[config.mk]
export PLATFORM = sky130hd
export DESIGN_NAME = map_rd_arbiter
export DESIGN_NICKNAME = d
export VERILOG_FILES = /design/src/rtl/map_pkg.sv /design/src/rtl/map_rr_pick.sv /design/src/rtl/map_rd_arbiter.sv
export SDC_FILE = /design/constraint.sdc
export NUM_CORES = 1
export LEC_CHECK = 0
export BUFFER_PORTS_ARGS = -buffer_cell sky130_fd_sc_hd__buf_2
export CAP_MARGIN = 15
export CORE_ASPECT_RATIO = 1.2
export CORE_MARGIN = 4
export CORE_UTILIZATION = 48
export DETAILED_ROUTE_END_ITERATION = 6
export PLACE_DENSITY = 0.84
export REMOVE_ABC_BUFFERS = 1
export SLEW_MARGIN = 20
export SYNTH_ARGS = -nofsm -noshare
export SYNTH_HDL_FRONTEND = slang
export SYNTH_SLANG_ARGS = --single-unit
[constraint.sdc]
create_clock -name CLOCK_50 -period 3.1 [get_ports CLOCK_50]
set_clock_uncertainty 0.2 [all_clocks]
set_input_delay 0.155 -clock CLOCK_50 [delete_from_list [all_inputs] [get_ports CLOCK_50]]
set_output_delay 0.155 -clock CLOCK_50 [all_outputs]
set_load 0.005 [all_outputs]
[src/rtl/map_pkg.sv]
// map_pkg: shared map geometry, requester indices and arbiter state encoding.
package map_pkg;
  localparam int X_W = 6;
  localparam int Y_W = 5;
  localparam int D_W = 8;
  typedef logic [X_W-1:0] map_x_t;
  typedef logic [Y_W-1:0] map_y_t;
  localparam int REQ_GHOST = 0;
  localparam int REQ_PACMAN = 1;
  localparam int REQ_COLL = 2;
  typedef enum logic {ST_IDLE, ST_LOCKED} arb_state_e;
endpackage

[src/rtl/map_rr_pick.sv]
// map_rr_pick: combinational round-robin picker, first asserted req at or above ptr with wrap.
module map_rr_pick import map_pkg::*; #(
  parameter int NREQ = 3,
  parameter int PW = 2
) (
  input  logic [NREQ-1:0] req,
  input  logic [PW-1:0]   ptr,
  output logic [NREQ-1:0] win,
  output logic            vld
);
  always_comb begin
    win = '0;
    vld = |req;
    // scan from farthest offset down so the nearest one above ptr wins
    for (int k = NREQ - 1; k >= 0; k--)
      if (req[(int'(ptr) + k) % NREQ]) win = NREQ'(1) << ((int'(ptr) + k) % NREQ);
  end
endmodule

[src/rtl/map_rd_arbiter.sv]
// map_rd_arbiter: round-robin arbiter with locked bursts for the map RAM read port,
// routing fixed-latency read data back to the issuing requester.
module map_rd_arbiter import map_pkg::*; #(
  parameter int NREQ = 3,
  parameter int X_W = map_pkg::X_W,
  parameter int Y_W = map_pkg::Y_W,
  parameter int D_W = map_pkg::D_W,
  parameter int RD_LAT = 1,
  parameter int MAX_LOCK = 16
) (
  input  logic                CLOCK_50,
  input  logic                reset,
  input  logic [NREQ-1:0]     req,
  input  logic [NREQ-1:0]     lock,
  input  logic [NREQ*X_W-1:0] addr_x,
  input  logic [NREQ*Y_W-1:0] addr_y,
  output logic [NREQ-1:0]     gnt,
  output logic [NREQ-1:0]     rvalid,
  output logic [D_W-1:0]      rdata,
  output logic [X_W-1:0]      ram_rdaddr_x,
  output logic [Y_W-1:0]      ram_rdaddr_y,
  input  logic [D_W-1:0]      ram_data
);
  localparam int PW = NREQ > 1 ? $clog2(NREQ) : 1;
  localparam int CW = $clog2(MAX_LOCK + 1);
  arb_state_e state, state_nxt;
  logic [PW-1:0] ptr, ptr_nxt, own, own_nxt, win_idx;
  logic [CW-1:0] lcnt, lcnt_nxt;
  logic [NREQ-1:0] win;
  logic win_vld;
  logic [X_W-1:0] hold_x, sel_x;
  logic [Y_W-1:0] hold_y, sel_y;
  logic [NREQ-1:0] tag [RD_LAT];

  map_rr_pick #(.NREQ(NREQ), .PW(PW)) u_pick (.req(req), .ptr(ptr), .win(win), .vld(win_vld));

  always_comb begin
    win_idx = '0;
    sel_x = '0;
    sel_y = '0;
    for (int i = 0; i < NREQ; i++) begin
      if (win[i]) win_idx = PW'(i);
      if (gnt[i]) begin
        sel_x = addr_x[i*X_W +: X_W];
        sel_y = addr_y[i*Y_W +: Y_W];
      end
    end
  end

  // lcnt counts granted cycles of the burst, including the arbitration cycle
  always_comb begin
    state_nxt = state;
    ptr_nxt = ptr;
    own_nxt = own;
    lcnt_nxt = lcnt;
    gnt = '0;
    if (reset) begin
      gnt = '0;
    end else if (state == ST_IDLE) begin
      gnt = win;
      if (win_vld) begin
        ptr_nxt = (win_idx == PW'(NREQ - 1)) ? '0 : win_idx + 1'b1;
        if (lock[win_idx]) begin
          state_nxt = ST_LOCKED;
          own_nxt = win_idx;
          lcnt_nxt = CW'(1);
        end
      end
    end else begin
      gnt[own] = req[own];
      lcnt_nxt = lcnt + 1'b1;
      if (!req[own] || !lock[own] || lcnt_nxt == CW'(MAX_LOCK)) begin
        state_nxt = ST_IDLE;
        lcnt_nxt = '0;
      end
    end
  end

  always_ff @(posedge CLOCK_50) begin
    if (reset) begin
      state <= ST_IDLE;
      ptr <= '0;
      own <= '0;
      lcnt <= '0;
      hold_x <= '0;
      hold_y <= '0;
      for (int i = 0; i < RD_LAT; i++) tag[i] <= '0;
    end else begin
      state <= state_nxt;
      ptr <= ptr_nxt;
      own <= own_nxt;
      lcnt <= lcnt_nxt;
      if (|gnt) begin
        hold_x <= sel_x;
        hold_y <= sel_y;
      end
      tag[0] <= gnt & req;
      for (int i = 1; i < RD_LAT; i++) tag[i] <= tag[i-1];
    end
  end

  assign ram_rdaddr_x = |gnt ? sel_x : hold_x;
  assign ram_rdaddr_y = |gnt ? sel_y : hold_y;
  assign rvalid = reset ? '0 : tag[RD_LAT-1];
  assign rdata = ram_data;
endmodule

* Yosys cells after proc, flatten, opt, wreduce, memory -nomap -nowiden *
Memory sizes are Yosys's and may differ from the RTL's.
Index checks and enable logic that the tools add are counted.

storage, ports and cells
  RAM bits = 3
  input bits = 49
  bits in registers = 21
  memories = 1

memories
  memory  depth  bits a word  read ports  clocked after memory_dff  wr ports  RTL line              RTL
  tag     1      3            1           0                         1         map_rd_arbiter.sv:33  logic [NREQ-1:0] tag [RD_LAT];

operators by class
  div/mod/pow operators = 3
  mux-type cells = 47
  magnitude comparators = 6
  reduce and logical (&&, ||, !) cells = 13
  add/sub/neg operators = 4
  equality and inequality tests = 2
  bitwise logic cells = 3
  shift-type cells = 3

operator list
  cell                                                                count
  < comparator 32 x 4 -> 1 bit (second input constant)                3
  left shift 1 x 32 -> 3 bit (first input constant)                   3
  modulo 32 x 3 -> 32 bit (second input constant)                     2
  two-way mux 5 bit                                                   8
  modulo 3 x 3 -> 32 bit (second input constant)                      1
  two-way mux 6 bit                                                   4
  two-way mux 3 bit                                                   7
  two-way mux 1 bit                                                   19
  binary-select mux 1 bit (select 2 bit)                              6
  OR reduction 3 bit                                                  3
  AND 3 bit                                                           2
  < comparator 2 x 3 -> 1 bit (second input constant)                 2
  adder 5 x 1 -> 5 bit (second input constant)                        1
  equality test 5 bit (second input constant)                         1
  two-way mux 2 bit                                                   2
  AND reduction 2 bit                                                 2
  nonzero test 2 bit                                                  2
  adder 2 x 1 -> 3 bit (second input constant)                        1
  adder 2 x 2 -> 3 bit (second input constant)                        1
  AND reduction 3 bit                                                 1
  adder 2 x 1 -> 2 bit (second input constant)                        1
  demux 1 bit (select 2 bit)                                          1
  equality test 2 bit (second input constant)                         1
  greater-or-equal comparator 2 x 1 -> 1 bit (second input constant)  1
  4 further kinds                                                     6

* Longest topological paths before layout *
  word-level depth = 15
  depth in mapped cells = 12

* By module *
A second synthesis with hierarchy kept.

second synthesis, totals
  cells, all modules = 230
  area total of the unflattened synthesis = 1940.6 µm²

modules (own cells, without submodules)
  module          seq. area each (µm²)  cells each  times used  area each (µm²)
  map_rd_arbiter  480.5                 197         1           1691.6
  map_rr_pick     0.0                   33          1           249.0

* Least setup slack after synthesis *
OpenSTA, ideal clock, no wires.

  path kind = register to output
  start = reg ptr[1]
  end = out ram_rdaddr_y[1]
  stages on the path, launching flop included = 13
  path buffers = 2
  data required time = 2.745 ns
  setup slack = 0.553 ns
  data arrival time = 2.192 ns
  cells stage by stage = dfxtp_1 > inv_1 > ha_1 > buf_6 > mux2i_1 > and4bb_1 > a2111oi_1 > or3_4 > inv_4 > buf_12 > a21oi_2 > or3_1 > nand3_1

on the way
  elaborated cells between the ends (all ways) = 27
  those cells by class = 2 x add/sub; 3 x div; 3 x shift; 18 x mux; 1 x reduce/logical

RTL lines
  what                                                  RTL line              RTL
  from (decl)                                           map_rd_arbiter.sv:27  logic [PW-1:0] ptr, ptr_nxt, own, own_nxt, win_idx;
  from (signal assigned)                                map_rd_arbiter.sv:90  ptr <= ptr_nxt;
  adder 2 x 2 -> 3 bit                                  map_rr_pick.sv:16     if (req[(int'(ptr) + k) % NREQ]) win = NREQ'(1) << ((int'(ptr) + k) % NREQ);
  modulo 32 x 3 -> 32 bit                               map_rr_pick.sv:16
  binary-select mux 1 bit (select 2 bit)                map_rr_pick.sv:16
  two-way mux 1 bit (not written as such) (2 in a row)  map_rr_pick.sv:16
  two-way mux 3 bit (2 in a row)                        map_rr_pick.sv:16
  two-way mux 3 bit (*)                                 map_rr_pick.sv:16
  two-way mux 3 bit (*)                                 map_rd_arbiter.sv:59  end else if (state == ST_IDLE) begin
  two-way mux 3 bit (*)                                 map_rd_arbiter.sv:57  if (reset) begin
  named net gnt[1]                                      map_rd_arbiter.sv:17  output logic [NREQ-1:0] gnt,
  two-way mux 5 bit (2 in a row)                        map_rd_arbiter.sv:43  if (gnt[i]) begin
  two-way mux 5 bit (*)                                 --
  to (decl)                                             map_rd_arbiter.sv:21  output logic [Y_W-1:0] ram_rdaddr_y,

Mark *: on every way through the listed nets, which the timed path passes. The rest lies on a longest branch. The select of a mux whose other input is x is not followed.

* Final worst setup path *
  start = reg ptr[1]
  end = out ram_rdaddr_y[4]

on the way
  cells in the longest elaborated chain, start to end = 14
  elaborated cells between the ends (all ways) = 27
  those cells by class = 2 x add/sub; 3 x div; 3 x shift; 18 x mux; 1 x reduce/logical

RTL lines
  what                                                  RTL line
  adder 2 x 2 -> 3 bit                                  map_rr_pick.sv:16
  modulo 32 x 3 -> 32 bit                               map_rr_pick.sv:16
  binary-select mux 1 bit (select 2 bit)                map_rr_pick.sv:16
  two-way mux 1 bit (not written as such) (2 in a row)  map_rr_pick.sv:16
  two-way mux 3 bit (2 in a row)                        map_rr_pick.sv:16
  two-way mux 3 bit (*)                                 map_rr_pick.sv:16
  two-way mux 3 bit (*)                                 map_rd_arbiter.sv:59
  two-way mux 3 bit (*)                                 map_rd_arbiter.sv:57
  two-way mux 5 bit (3 in a row)                        map_rd_arbiter.sv:43
  two-way mux 5 bit (*)                                 --

Mark *: on every way between the ends. The rest lies on a longest branch, timed or not. The select of a mux whose other input is x is not followed.

==> results.ini <==
[status]
status = complete, no violations

[die]
dieWidth_um = 63.7
fp.dieArea_um2 = 4770
fp-row-count = 24
start_util_pct = 49.7
core_area_um2 = 3600
ios = 74
dieHeight_um = 74.9

[clocking]
cts_sinks = 24
cts_tree = yes
cts.clk_slew.worst_paths_ns = 0.09
cts_buffer_depth = 2
insertion_delay_ns = 0.27
clockRootBuffer = clkbuf_8
cts-buffers-inserted = 3
htreeDepth = 1

[sta]
worst_pin_slew_ns = 0.469
timing.final.ws_setup_ns = 0.141
hold_slack_ns = 0.0414
period_share_pct = 95.5
hold_violations = 0
max_slew_margin_pct = 68.5
tns_ns = 0
max_freq_mhz = 338
drv_slew = 0
finalSetupViolations = 0
fin_crit_ns = 2.96

[worst_setup_path]
r2r_slack_ns = 0.42
path_max_fanout = 14
max_stage_delay_ns = 0.41
cp_slowest_cell = or3_4
worstPathCellList = inv_2 -> ha_4 -> mux2i_2 -> and4bb_1 -> a2111oi_2 -> or3_4 -> clkinv_8 -> a21oi_1 -> or3_1 -> nand3_1 -> buf_2
worstPathRequired_ns = 2.74
crit_family = simple AND/OR/NAND/NOR gates
cp_num_buf_inv = 3
worstSetupStartpointType = register
end_kind = output port
critPathArrivalTime_ns = 2.60
path_class = register to output port

[placement]
dp_hpwl_mm = 3.41
gp_congestion = 0.958
portBuffers = 57
place_ws_ns = 0.192
dp.cells = 314

[routing]
viasPerCell = 5.84
drtAntennaViolNets = 0
wl_per_cell_um = 15.0
vias = 1958
drc = 0
firstDrtPassIters = 4
first_iter_violations = 157
drt-total-wl_mm = 5.01

[global_routing]
grtUsageMet2_pct = 36.8
overflow = 0
use_met3_pct = 4.78
grt_pass1_vias = 1792
antenna_found_initial = 0
busiest_layer = met2
grt_usage_pct = 19.4
grt_pass1_wl_mm = 7.63
met1_usage_pct = 22.3
grt_max_degree = 27

[logic_synthesis]
syn_area_per_cell_um2 = 7.65
synth_xor_area_share_pct = 0.490
synth-compound-area-share_pct = 24.2
synth_fa_ha_area_share_pct = 3.50
syn_area_um2 = 1790
ys_types = 49
yosysSeqAreaShare_pct = 26.9
synth_flop_cell = dfxtp_1
ys_warn_count = 0
yosys_register_bits = 24
synthArstFlopShare_pct = 0
synth_top_family_by_area = simple AND/OR/NAND/NOR gates
synth_edf_count = 0
synth.area.mux_share_pct = 2.80
synth_simple_gate_area_share_pct = 32.6
syn_inst = 234

[layout]
seq_area_um2 = 485
finalNonFillerCells = 335
num_antenna_cells = 0
area_delta_synth_final_pct = 31.7
nNetsFinal = 351
fillers = 262
finish.utilization_pct = 65.4
drive_gt1_share_pct = 34.1
multi_input_area_um2 = 1220

[power_and_ir_drop]
p_leak_uw = 0.00101
powerDensity_nw_per_um2 = 978
vdd_drop_max_uv = 426

[min_path]
worstHoldPathType = input port to register

[job]
maxCapViolCount = 0

==> synth_stat cells (all sizes together), types with 2 or more instances <==
cell	n	area (um2)
a211o	2	17.5
a21oi	23	145
a31oi	13	96.3
and2	3	18.8
buf	17	131
clkbuf	3	11.3
dfxtp	24	480
ha	5	62.6
inv	7	28.8
mux2i	5	50.1
nand2	31	116
nand2b	3	18.8
nand3	15	75.1
nand3b	4	30.0
nor2	19	71.3
nor2b	5	31.3
nor3	6	35.0
nor3b	2	15.0
o21ai	8	40.0
o31ai	3	27.5
or2	3	18.8
or3	15	98.8
==> area by class of cell <==
class / count / share of cell area, %
multi-input combinational: 183 / 52.0
clock inverter: 1 / 1.27
tap: 39 / 2.07
clock buffer: 3 / 1.75
timing repair buffer: 78 / 20.6
sequential: 24 / 20.6
inverter: 7 / 1.75
==> state kept, by name, indices dropped and copies added, names as in the netlist <==
signal / cells
ptr: 2
own: 2
tag: 3
state: 1
hold_y: 5
hold_x: 6
lcnt: 5
==> path summary, 6_finish.rpt <==
path / from / endpoint / cells past startpoint
worst max-delay path: ptr[1] / ram_rdaddr_y[4] / 11
worst max register to register: ptr[0] / lcnt[2] / 9
worst min-delay path: req[1] / tag[0][1] / 2
worst min register to register: hold_x[2] / hold_x[2] / 2
==> where the power goes <==
group / switching, uW / total [uW] / internal [uW]
sequential: 85.4 / 511 / 425
combinational: 795 / 1510 / 719
clock: 108 / 281 / 173
==> placed cells by master (no fill, tap or decap), types with 3 or more instances in the layout <==
cell type      count
nor2b_1            5
o21ai_0            7
nand2_1           31
nor2_1            19
buf_2             57
ha_4               4
a21oi_2            8
and2_1             3
nand3b_1           4
buf_6              3
nor3_1             5
buf_4              6
a21oi_1           15
clkbuf_8           3
a31oi_1           12
dlygate4sd3_1     12
nand2b_1           3
nand3_1           15
dfxtp_1           22
inv_1              4
or3_1             14
or2_2              3
==> stage by stage <==
stage	total power [uW]	area (um2)
2_1_floorplan	1360	1650
3_3_place_gp	1760	2010
3_5_place_dp	1790	2010
4_1_cts	2120	2240
5_1_grt	2470	2360
6_report	2300	2360
==> routing by layer <==
| layer | share of wire, % | routed length, um |
|---|---|---|
| met1 | 43 | 2170 |
| met5 | 0 | 0 |
| met3 | 8.0 | 401 |
| met4 | 0.38 | 19 |
| met2 | 48 | 2420 |
==> cell families (layout without fill, tap and decap cells) <==
group | Yosys count | after routing
adders and majority gates | 5 | 5
DFF | 24 | 24
and+or+nand+nor | 112 | 112
xor gates and xnor gates | 1 | 1
muxes | 5 | 5
AOI/OAI and AO/OA | 60 | 60
buffers and inverters | 27 | 89
==> what timing repair did <==
| item | CTS | global route |
|---|---|---|
| pin swaps | 1 | 4 |
| resized for setup | 5 | 23 |
| hold endpoints to repair | 12 | 0 |
| buffers inserted | 3 | 2 |
| setup endpoints to repair | 11 | 11 |
| hold buffers | 12 | 0 |
==> worst register-to-register path, stage by stage, from the launching register on <==
cell	delay (ns)
dfxtp_4	0.41
inv_4	0.06
ha_4	0.31
nand3b_1	0.13
o221ai_1	0.23
a31oi_1	0.12
nor2_1	0.28
mux2i_1	0.34
a21oi_1	0.19
a211o_1	0.31
Power figures use the tool's default switching activity.
